==> src/rtl/aes_pkg.sv <==
// AES-128 constants and lookups shared by the key schedule and the round datapath.
package aes_pkg;

    localparam logic [1:0] SEL_FIRST = 2'b00;
    localparam logic [1:0] SEL_MID   = 2'b01;
    localparam logic [1:0] SEL_LAST  = 2'b10;
    localparam logic [3:0] NR        = 4'd10;

    typedef enum logic {
        ST_IDLE = 1'b0,
        ST_RUN  = 1'b1
    } seq_state_e;

    // Byte 0 of the table sits in the top bits, so entry b starts at bit 8*(255-b).
    localparam logic [2047:0] SBOX_TABLE = {
        128'h637c777bf26b6fc53001672bfed7ab76, 128'hca82c97dfa5947f0add4a2af9ca472c0,
        128'hb7fd9326363ff7cc34a5e5f171d83115, 128'h04c723c31896059a071280e2eb27b275,
        128'h09832c1a1b6e5aa0523bd6b329e32f84, 128'h53d100ed20fcb15b6acbbe394a4c58cf,
        128'hd0efaafb434d338545f9027f503c9fa8, 128'h51a3408f929d38f5bcb6da2110fff3d2,
        128'hcd0c13ec5f974417c4a77e3d645d1973, 128'h60814fdc222a908846eeb814de5e0bdb,
        128'he0323a0a4906245cc2d3ac629195e479, 128'he7c8376d8dd54ea96c56f4ea657aae08,
        128'hba78252e1ca6b4c6e8dd741f4bbd8b8a, 128'h703eb5664803f60e613557b986c11d9e,
        128'he1f8981169d98e949b1e87e9ce5528df, 128'h8ca1890dbfe6426841992d0fb054bb16
    };

    function automatic logic [7:0] aes_sbox(input logic [7:0] b);
        return SBOX_TABLE[{~b, 3'b000} +: 8];
    endfunction

    function automatic logic [7:0] aes_rcon(input logic [3:0] rnd);
        logic [7:0] rc;
        case (rnd)
            4'd0:    rc = 8'h01;
            4'd1:    rc = 8'h02;
            4'd2:    rc = 8'h04;
            4'd3:    rc = 8'h08;
            4'd4:    rc = 8'h10;
            4'd5:    rc = 8'h20;
            4'd6:    rc = 8'h40;
            4'd7:    rc = 8'h80;
            4'd8:    rc = 8'h1b;
            4'd9:    rc = 8'h36;
            default: rc = 8'h00;
        endcase
        return rc;
    endfunction

endpackage

==> src/rtl/aes_key_expand_step.sv <==
// One AES-128 key-schedule step: derives round key r+1 from round key r.
module aes_key_expand_step
    import aes_pkg::*;
(
    input  logic [127:0] rk,
    input  logic [7:0]   rcon,
    output logic [127:0] rk_next
);

    logic [31:0] w0, w1, w2, w3;
    logic [31:0] rot_w3, sub_w3;
    logic [31:0] n0, n1, n2, n3;

    assign {w0, w1, w2, w3} = rk;
    assign rot_w3 = {w3[23:0], w3[31:24]};

    genvar gi;
    generate
        for (gi = 0; gi < 4; gi++) begin : g_sbox
            assign sub_w3[8*gi +: 8] = aes_sbox(rot_w3[8*gi +: 8]);
        end
    endgenerate

    assign n0 = w0 ^ sub_w3 ^ {rcon, 24'h000000};
    assign n1 = w1 ^ n0;
    assign n2 = w2 ^ n1;
    assign n3 = w3 ^ n2;
    assign rk_next = {n0, n1, n2, n3};

endmodule

==> src/rtl/aes_round_sequencer.sv <==
// Iterative AES-128 encryption control: one round per clock through an external
// combinational round datapath, with the key schedule computed on the fly.
module aes_round_sequencer
    import aes_pkg::*;
(
    input  logic         CLK,
    input  logic         RST,
    input  logic [127:0] kin,
    input  logic         krdy,
    input  logic [127:0] din,
    input  logic         drdy,
    output logic [127:0] dout,
    output logic         dvld,
    output logic         busy,
    output logic         kvld,
    output logic [127:0] core_din,
    output logic [127:0] core_kin,
    output logic [1:0]   core_sel,
    input  logic [127:0] core_dout
);

    seq_state_e   state_q, state_d;
    logic [127:0] key_q, key_d;
    logic [127:0] st_q, st_d;
    logic [127:0] rk_q, rk_d;
    logic [3:0]   rnd_q, rnd_d;
    logic         kvld_q, kvld_d;
    logic [127:0] dout_q, dout_d;
    logic         dvld_q, dvld_d;
    logic [127:0] rk_next;

    aes_key_expand_step u_key_step (
        .rk      (rk_q),
        .rcon    (aes_rcon(rnd_q)),
        .rk_next (rk_next)
    );

    always_ff @(posedge CLK or posedge RST) begin
        if (RST) begin
            state_q <= ST_IDLE;
            key_q   <= '0;
            st_q    <= '0;
            rk_q    <= '0;
            rnd_q   <= '0;
            kvld_q  <= 1'b0;
            dout_q  <= '0;
            dvld_q  <= 1'b0;
        end else begin
            state_q <= state_d;
            key_q   <= key_d;
            st_q    <= st_d;
            rk_q    <= rk_d;
            rnd_q   <= rnd_d;
            kvld_q  <= kvld_d;
            dout_q  <= dout_d;
            dvld_q  <= dvld_d;
        end
    end

    always_comb begin
        state_d = state_q;
        key_d   = key_q;
        st_d    = st_q;
        rk_d    = rk_q;
        rnd_d   = rnd_q;
        kvld_d  = kvld_q;
        dout_d  = dout_q;
        dvld_d  = 1'b0;
        case (state_q)
            ST_IDLE: begin
                if (krdy) begin
                    key_d  = kin;
                    kvld_d = 1'b1;
                end
                // A key arriving with the block is used for that block.
                if (drdy && (kvld_q || krdy)) begin
                    st_d    = din;
                    rk_d    = krdy ? kin : key_q;
                    rnd_d   = 4'd0;
                    state_d = ST_RUN;
                end
            end
            ST_RUN: begin
                st_d  = core_dout;
                rk_d  = rk_next;
                rnd_d = rnd_q + 4'd1;
                if (rnd_q == NR) begin
                    dout_d  = core_dout;
                    dvld_d  = 1'b1;
                    rnd_d   = 4'd0;
                    state_d = ST_IDLE;
                end
            end
            default: state_d = ST_IDLE;
        endcase
    end

    always_comb begin
        core_sel = SEL_FIRST;
        if (state_q == ST_RUN) begin
            if (rnd_q == NR) begin
                core_sel = SEL_LAST;
            end else if (rnd_q != 4'd0) begin
                core_sel = SEL_MID;
            end
        end
    end

    assign core_din = st_q;
    assign core_kin = rk_q;
    assign dout     = dout_q;
    assign dvld     = dvld_q;
    assign busy     = (state_q == ST_RUN);
    assign kvld     = kvld_q;

endmodule

==> config.mk <==
export PLATFORM = sky130hd
export DESIGN_NAME = aes_round_sequencer
export DESIGN_NICKNAME = d
export VERILOG_FILES = /design/src/rtl/aes_pkg.sv /design/src/rtl/aes_key_expand_step.sv /design/src/rtl/aes_round_sequencer.sv
export SDC_FILE = /design/constraint.sdc
export NUM_CORES = 2
export LEC_CHECK = 0
export ABC_AREA = 1
export BUFFER_PORTS_ARGS = -buffer_cell sky130_fd_sc_hd__buf_2
export CAP_MARGIN = 15
export CORE_MARGIN = 5
export CORE_UTILIZATION = 35
export CTS_BUF_LIST = sky130_fd_sc_hd__clkbuf_8
export CTS_CLUSTER_SIZE = 10
export DETAILED_ROUTE_END_ITERATION = 12
export GPL_TIMING_DRIVEN = 0
export SYNTH_ARGS = -nofsm -noshare
export SYNTH_HDL_FRONTEND = slang
export SYNTH_SLANG_ARGS = --single-unit
==> constraint.sdc <==
create_clock -name CLK -period 19.55 [get_ports CLK]
set_input_delay 0.9775 -clock CLK [delete_from_list [all_inputs] [get_ports CLK]]
set_output_delay 0.9775 -clock CLK [all_outputs]
set_load 0.02 [all_outputs]
Word-level counts from Yosys, hierarchy flattened
Memories as Yosys holds them, arrays and structs flattened. Cells that the tools add are included.

Register bits: 519. Bits in latches: 0. Memory bits (writable): 0. ROM bits: 128. Bits of input ports: 388. Output and inout port bits: 389. Word-level logic and storage cells: 47. Memories: 1.

Memories: (no name shown) (words 16, bits a word 8, rd ports 1, clocked after Yosys merged registers in 0, wr ports 0, line aes_pkg.sv:32) `case (rnd)`.

$add $sub $neg: 1. Multiply operators: 0. Divide/modulo/power cells: 0. Order comparisons: 0. Equal/unequal tests: 2. Shift-type cells: 4. Multiplexer cells: 16. Bitwise gates (word level): 10. Reductions and logical operators: 5.

Operator list (number): 2048-bit by 12-bit variable part select with 8-bit output, first input constant (4); 128-bit one-hot mux with 2 select lines (2); 128-bit two-way mux (3); 32-bit bitwise XOR (5); 8-bit inverter (4); 4-bit two-way mux (2); 4-bit one-hot mux with 2 select lines (1); 1-bit two-way mux (5); 4-bit by 1-bit adder with 4-bit output, second input constant (1); 4-bit == test, second input constant (1); 2-bit two-way mux (2); 2-bit AND reduction (2); 4-bit nonzero test (1); 2-bit inequality test, second input constant (1); 1-bit one-hot mux with 2 select lines (1); 1-bit logical AND (1); 1-bit logical OR (1); 1-bit inverter (1).

Depth between registers and ports, before layout
Depth after elaboration: 8. Depth in mapped cells: 23. Depth with buffers taken out: 21.

Hierarchy
A second synthesis with hierarchy kept.

Cell total of the unflattened synthesis: 6003. Area total of the unflattened synthesis: 37807.5 um^2.

Modules (own cells, without submodules): aes_round_sequencer (times used 1, cells each 2969, area each 23598.9 um^2, sequential area each 12987.5 um^2); aes_key_expand_step (times used 1, cells each 3034, area each 14208.6 um^2, sequential area each 0.0 um^2).

Least setup slack after synthesis
Ideal clock, no wire load.

Kind: register -> register. Start: register rk_q[1], in the netlist core_kin[1]. End: register rk_q[11], in the netlist core_kin[11]. Setup time: 77 ps. Arrival: 2716 ps. Data required time: 19473 ps. Path slack: 16757 ps. Cell stages (with the launch flop): 22. Path buffers: 1. Period minus slack after synthesis: 2793 ps. Path through: dfrtp_1 inv_2 ha_1 buf_4 inv_1 nand2_2 nand2_1 nand3_1 nand3_1 nand2_1 inv_1 nand2_1 nand3_2 nand2_1 nand2_1 nand2_1 nand2_2 nand2_1 nand2_1 nand3_1 nand3_1 a21oi_1.

Longest elaborated chain between the ends: 8.

RTL lines: from (decl) (line aes_round_sequencer.sv:25) `logic [127:0] rk_q, rk_d;`; from (signal assigned) (line aes_round_sequencer.sv:52) `rk_q <= rk_d;`; 8-bit inverter (line aes_pkg.sv:27) `return SBOX_TABLE[{~b, 3'b000} +: 8];`; 2048-bit by 12-bit variable part select with 8-bit output (line aes_pkg.sv:27); 32-bit bitwise XOR (2 in a row) (line aes_key_expand_step.sv:24) `assign n0 = w0 ^ sub_w3 ^ {rcon, 24'h000000};`; 32-bit bitwise XOR (line aes_key_expand_step.sv:25) `assign n1 = w1 ^ n0;`; 32-bit bitwise XOR (line aes_key_expand_step.sv:26) `assign n2 = w2 ^ n1;`; 32-bit bitwise XOR (line aes_key_expand_step.sv:27) `assign n3 = w3 ^ n2;`; 128-bit one-hot mux with 2 select lines (line aes_round_sequencer.sv:69) `case (state_q)`.

Every way passes these cells. A chain may end at the register's enable or synchronous reset.

Worst setup path in the final report
Start: register state_q, in the netlist busy. End: output port core_sel[0].

Longest elaborated chain between the ends: 1.

RTL lines: from (decl) (line aes_round_sequencer.sv:22) `seq_state_e state_q, state_d;`; from (signal assigned) (line aes_round_sequencer.sv:49) `state_q <= state_d;`; 2-bit two-way mux (line aes_round_sequencer.sv:100) `if (state_q == ST_RUN) begin`; to (decl) (line aes_round_sequencer.sv:18) `output logic [1:0] core_sel,`.

Every way passes these cells.

==> metrics.yaml <==
critical_path:
  cpMostUsedCell: "clkbuf_1"
  slowest_delay_ps: 520
  required_ps: 18570
  reg2reg_slack_ps: 14680
  start_kind: "flip-flop"
  critPathMaxFanout: 10
  arrival_ps: 3950
  slowest_stage: "clkbuf_1"
  crit_chain: "clkbuf_1 > inv_1 > clkbuf_1 > clkbuf_1 > nor2_1 > inv_1 > a31oi_1 > buf_2"
  critPathKind: "flip-flop to output pin"
  end_kind: "output pin"
global_routing:
  grt_pass1_wl_um: 345000
  antenna_found_initial: 42
  grt-ovfl-total: 0
  grt.total_usage_pct: 42.4
  grt_max_degree: 123
  grt_pass1_vias: 45300
floorplanning:
  core_um2: 105000
  ios: 777
  initial_core_util_pct: 35.2
  fp.dieW_um: 335
  dieArea_um2: 112000
  fp.dieH_um: 335
  core.rowCount: 119
final_layout:
  synthToLayoutAreaGrowth_pct: 20.9
  seqCellArea_um2: 13000
  drive_above_1_share_pct: 19.5
  multiInputGateArea_um2: 20300
  nFillCells: 11400
  design_area_um2: 44800
  final_nets: 6841
clocking:
  clkSinkCount: 519
  clk_latency_ps: 780
  clk_pin_slew_ps: 60
  cts_tree: "built"
  clockRootBuffer: "clkbuf_8"
  cts_buffer_depth: 3
  htreeDepth: 3
  cts-resized-gates: 0
  cts_hold_buffers: 0
  cts_made_buffers: 94
  cts_setup_buffers: 0
routing:
  ant_nets: 0
  wl_um: 250000
  drtIter0Drc: 6184
  routedWlPerCell_um: 31.8
  first_pass_iters: 7
  num_vias: 47500
  drc_errors: 0
  vias_per_cell: 6.03
synthesis:
  syn_area_per_cell_um2: 6.72
  synth-seq-area-share_pct: 35.0
  syn-num-nets: 5961
  ys_ff_latch: 519
  synth_warnings: 0
  yosys.cell_types.count: 40
  syn_inst: 5511
  syn_area_um2: 37100
pwr:
  power_leakage_uw: 0.0226
  powerDensity_nw_per_um2: 254
  ir_drop_uv: 94.7
  fin_total_pwr_uw: 11400
timing:
  tns_ps: 0
  tightest_slew_ps: 1290
  setup_viol: 0
  slew_headroom_pct: 14.1
  slew_viol_final: 0
  fin_skew_ps: 43.3
  hold_violations: 0
  period_share_pct: 25.2
  timing.hold.ws_ps: 344
  fin_crit_ps: 4920
  timing.final.ws_setup_ps: 14630
  max_freq_mhz: 203
  rsz0062_at_grt: "false"
min_path:
  hold_class: "input port to asynchronous set/reset pin"
placement:
  place_hpwl_um: 195000
  gp_congestion: 1.03
  dp_slack_ps: 14970
  io_buffers: 775
  placed_area_um2: 42800
run_status:
  status: "completed"
job:
  cap_violations: 0
-- flip-flops by register name, indices dropped and copies added (netlist names) --
name / count
rnd_q: 4
busy: 1
dout: 128
core_din: 128
kvld: 1
dvld: 1
key_q: 128
core_kin: 128
-- worst max-delay path: cells and delay by family, from the launching register on --
| kind | cells | cell delay, ps |
|---|---|---|
| AOI/OAI and AO/OA | 1 | 330 |
| buffers and inverters | 6 | 2160 |
| and+or+nand+nor | 1 | 330 |
| DFF | 1 | 340 |
-- cells in the final DEF, fill, tap and decap left out, types with 112 or more instances in the layout --
master / count
a21oi_1: 212
buf_2: 889
clkbuf_1: 166
clkbuf_8: 112
dfrtp_1: 519
inv_1: 442
nand2_1: 1391
nand3_1: 1415
nor2_1: 263
o211ai_1: 227
o21ai_0: 407
-- kinds of logic after synthesis --
logic type,count (synthesis),synth area share (%)
adder cells (fa/ha/maj),62,2.09
flip-flops,519,35.0
XOR/XNOR,8,0.189
AO/OA/AOI/OAI,881,13.7
buffers and inverters,834,10.1
AND/OR/NAND/NOR,3207,38.8
-- power breakdown --
| part | switching, uW | internal, uW |
|---|---|---|
| clock network | 519 | 550 |
| registers | 512 | 1610 |
| logic | 5980 | 2210 |
-- cells in the mapped netlist --
cell type	instances	area, um^2
ha_1	62	776
o21ai_0	407	2040
buf_4	32	240
buf_8	3	45.0
nand2_8	1	20.0
nand2_1	1391	5220
nand2_4	17	191
or2_1	1	6.26
o21ai_1	9	45.0
clkinv_1	3	11.3
nand3b_1	15	113
buf_2	114	571
nor2_2	17	106
a21oi_1	212	1060
nand4_1	9	56.3
nor3_1	1	5.00
xor2_1	4	35.0
buf_12	3	60.1
nor2_4	5	56.3
or2_2	2	12.5
inv_4	6	37.5
nand2_2	48	300
inv_2	23	86.3
o22ai_1	1	6.26
o221ai_1	11	96.3
a31oi_1	2	12.5
nand3b_2	2	22.5
nand3_1	1415	7080
o21bai_1	1	7.51
o211ai_1	227	1700
nor2_1	263	987
buf_6	36	405
clkbuf_1	166	623
nand3_2	20	200
inv_1	411	1540
buf_1	37	139
a21oi_4	2	32.5
xnor2_1	4	35.0
a21oi_2	9	78.8
dfrtp_1	519	13000
-- per-stage QoR --
step	std cells	util, %
finish	7873	42.6
global route	7865	42.5
CTS	7850	42.5
detailed placement	7685	40.7
global placement	7677	40.5
floorplan	5511	-
-- metal layers --
layer / vias up / wire [um] / track usage [%]
met5: - / 101 / 0
met4: 14 / 22200 / 29.4
met3: 911 / 28700 / 13.5
met2: 3347 / 109000 / 65.4
met1: 22900 / 90200 / 50.3
li1: 20300 / - / -
-- area by class of cell --
cell class,count,share of cell area [%]
inverter,443,3.76
clock inverter,53,0.751
tap,1391,3.89
antenna,22,0.123
timing repair buffer,784,9.06
sequential,519,29.0
clock buffer,112,3.44
multi-input combinational,4158,45.3
buffer,391,4.65
-- final timing paths --
kind,depth (start not counted),end,start
setup / recovery,8,core_sel[0],busy
hold / removal,2,key_q[34],RST
setup reg to reg,21,core_kin[3],core_kin[25]
hold reg to reg,2,dout[119],dout[119]
max in group asynchronous,4,core_din[35],RST
min in group CLK,3,dout[127],core_dout[127]
Power figures use the tool's default switching activity.
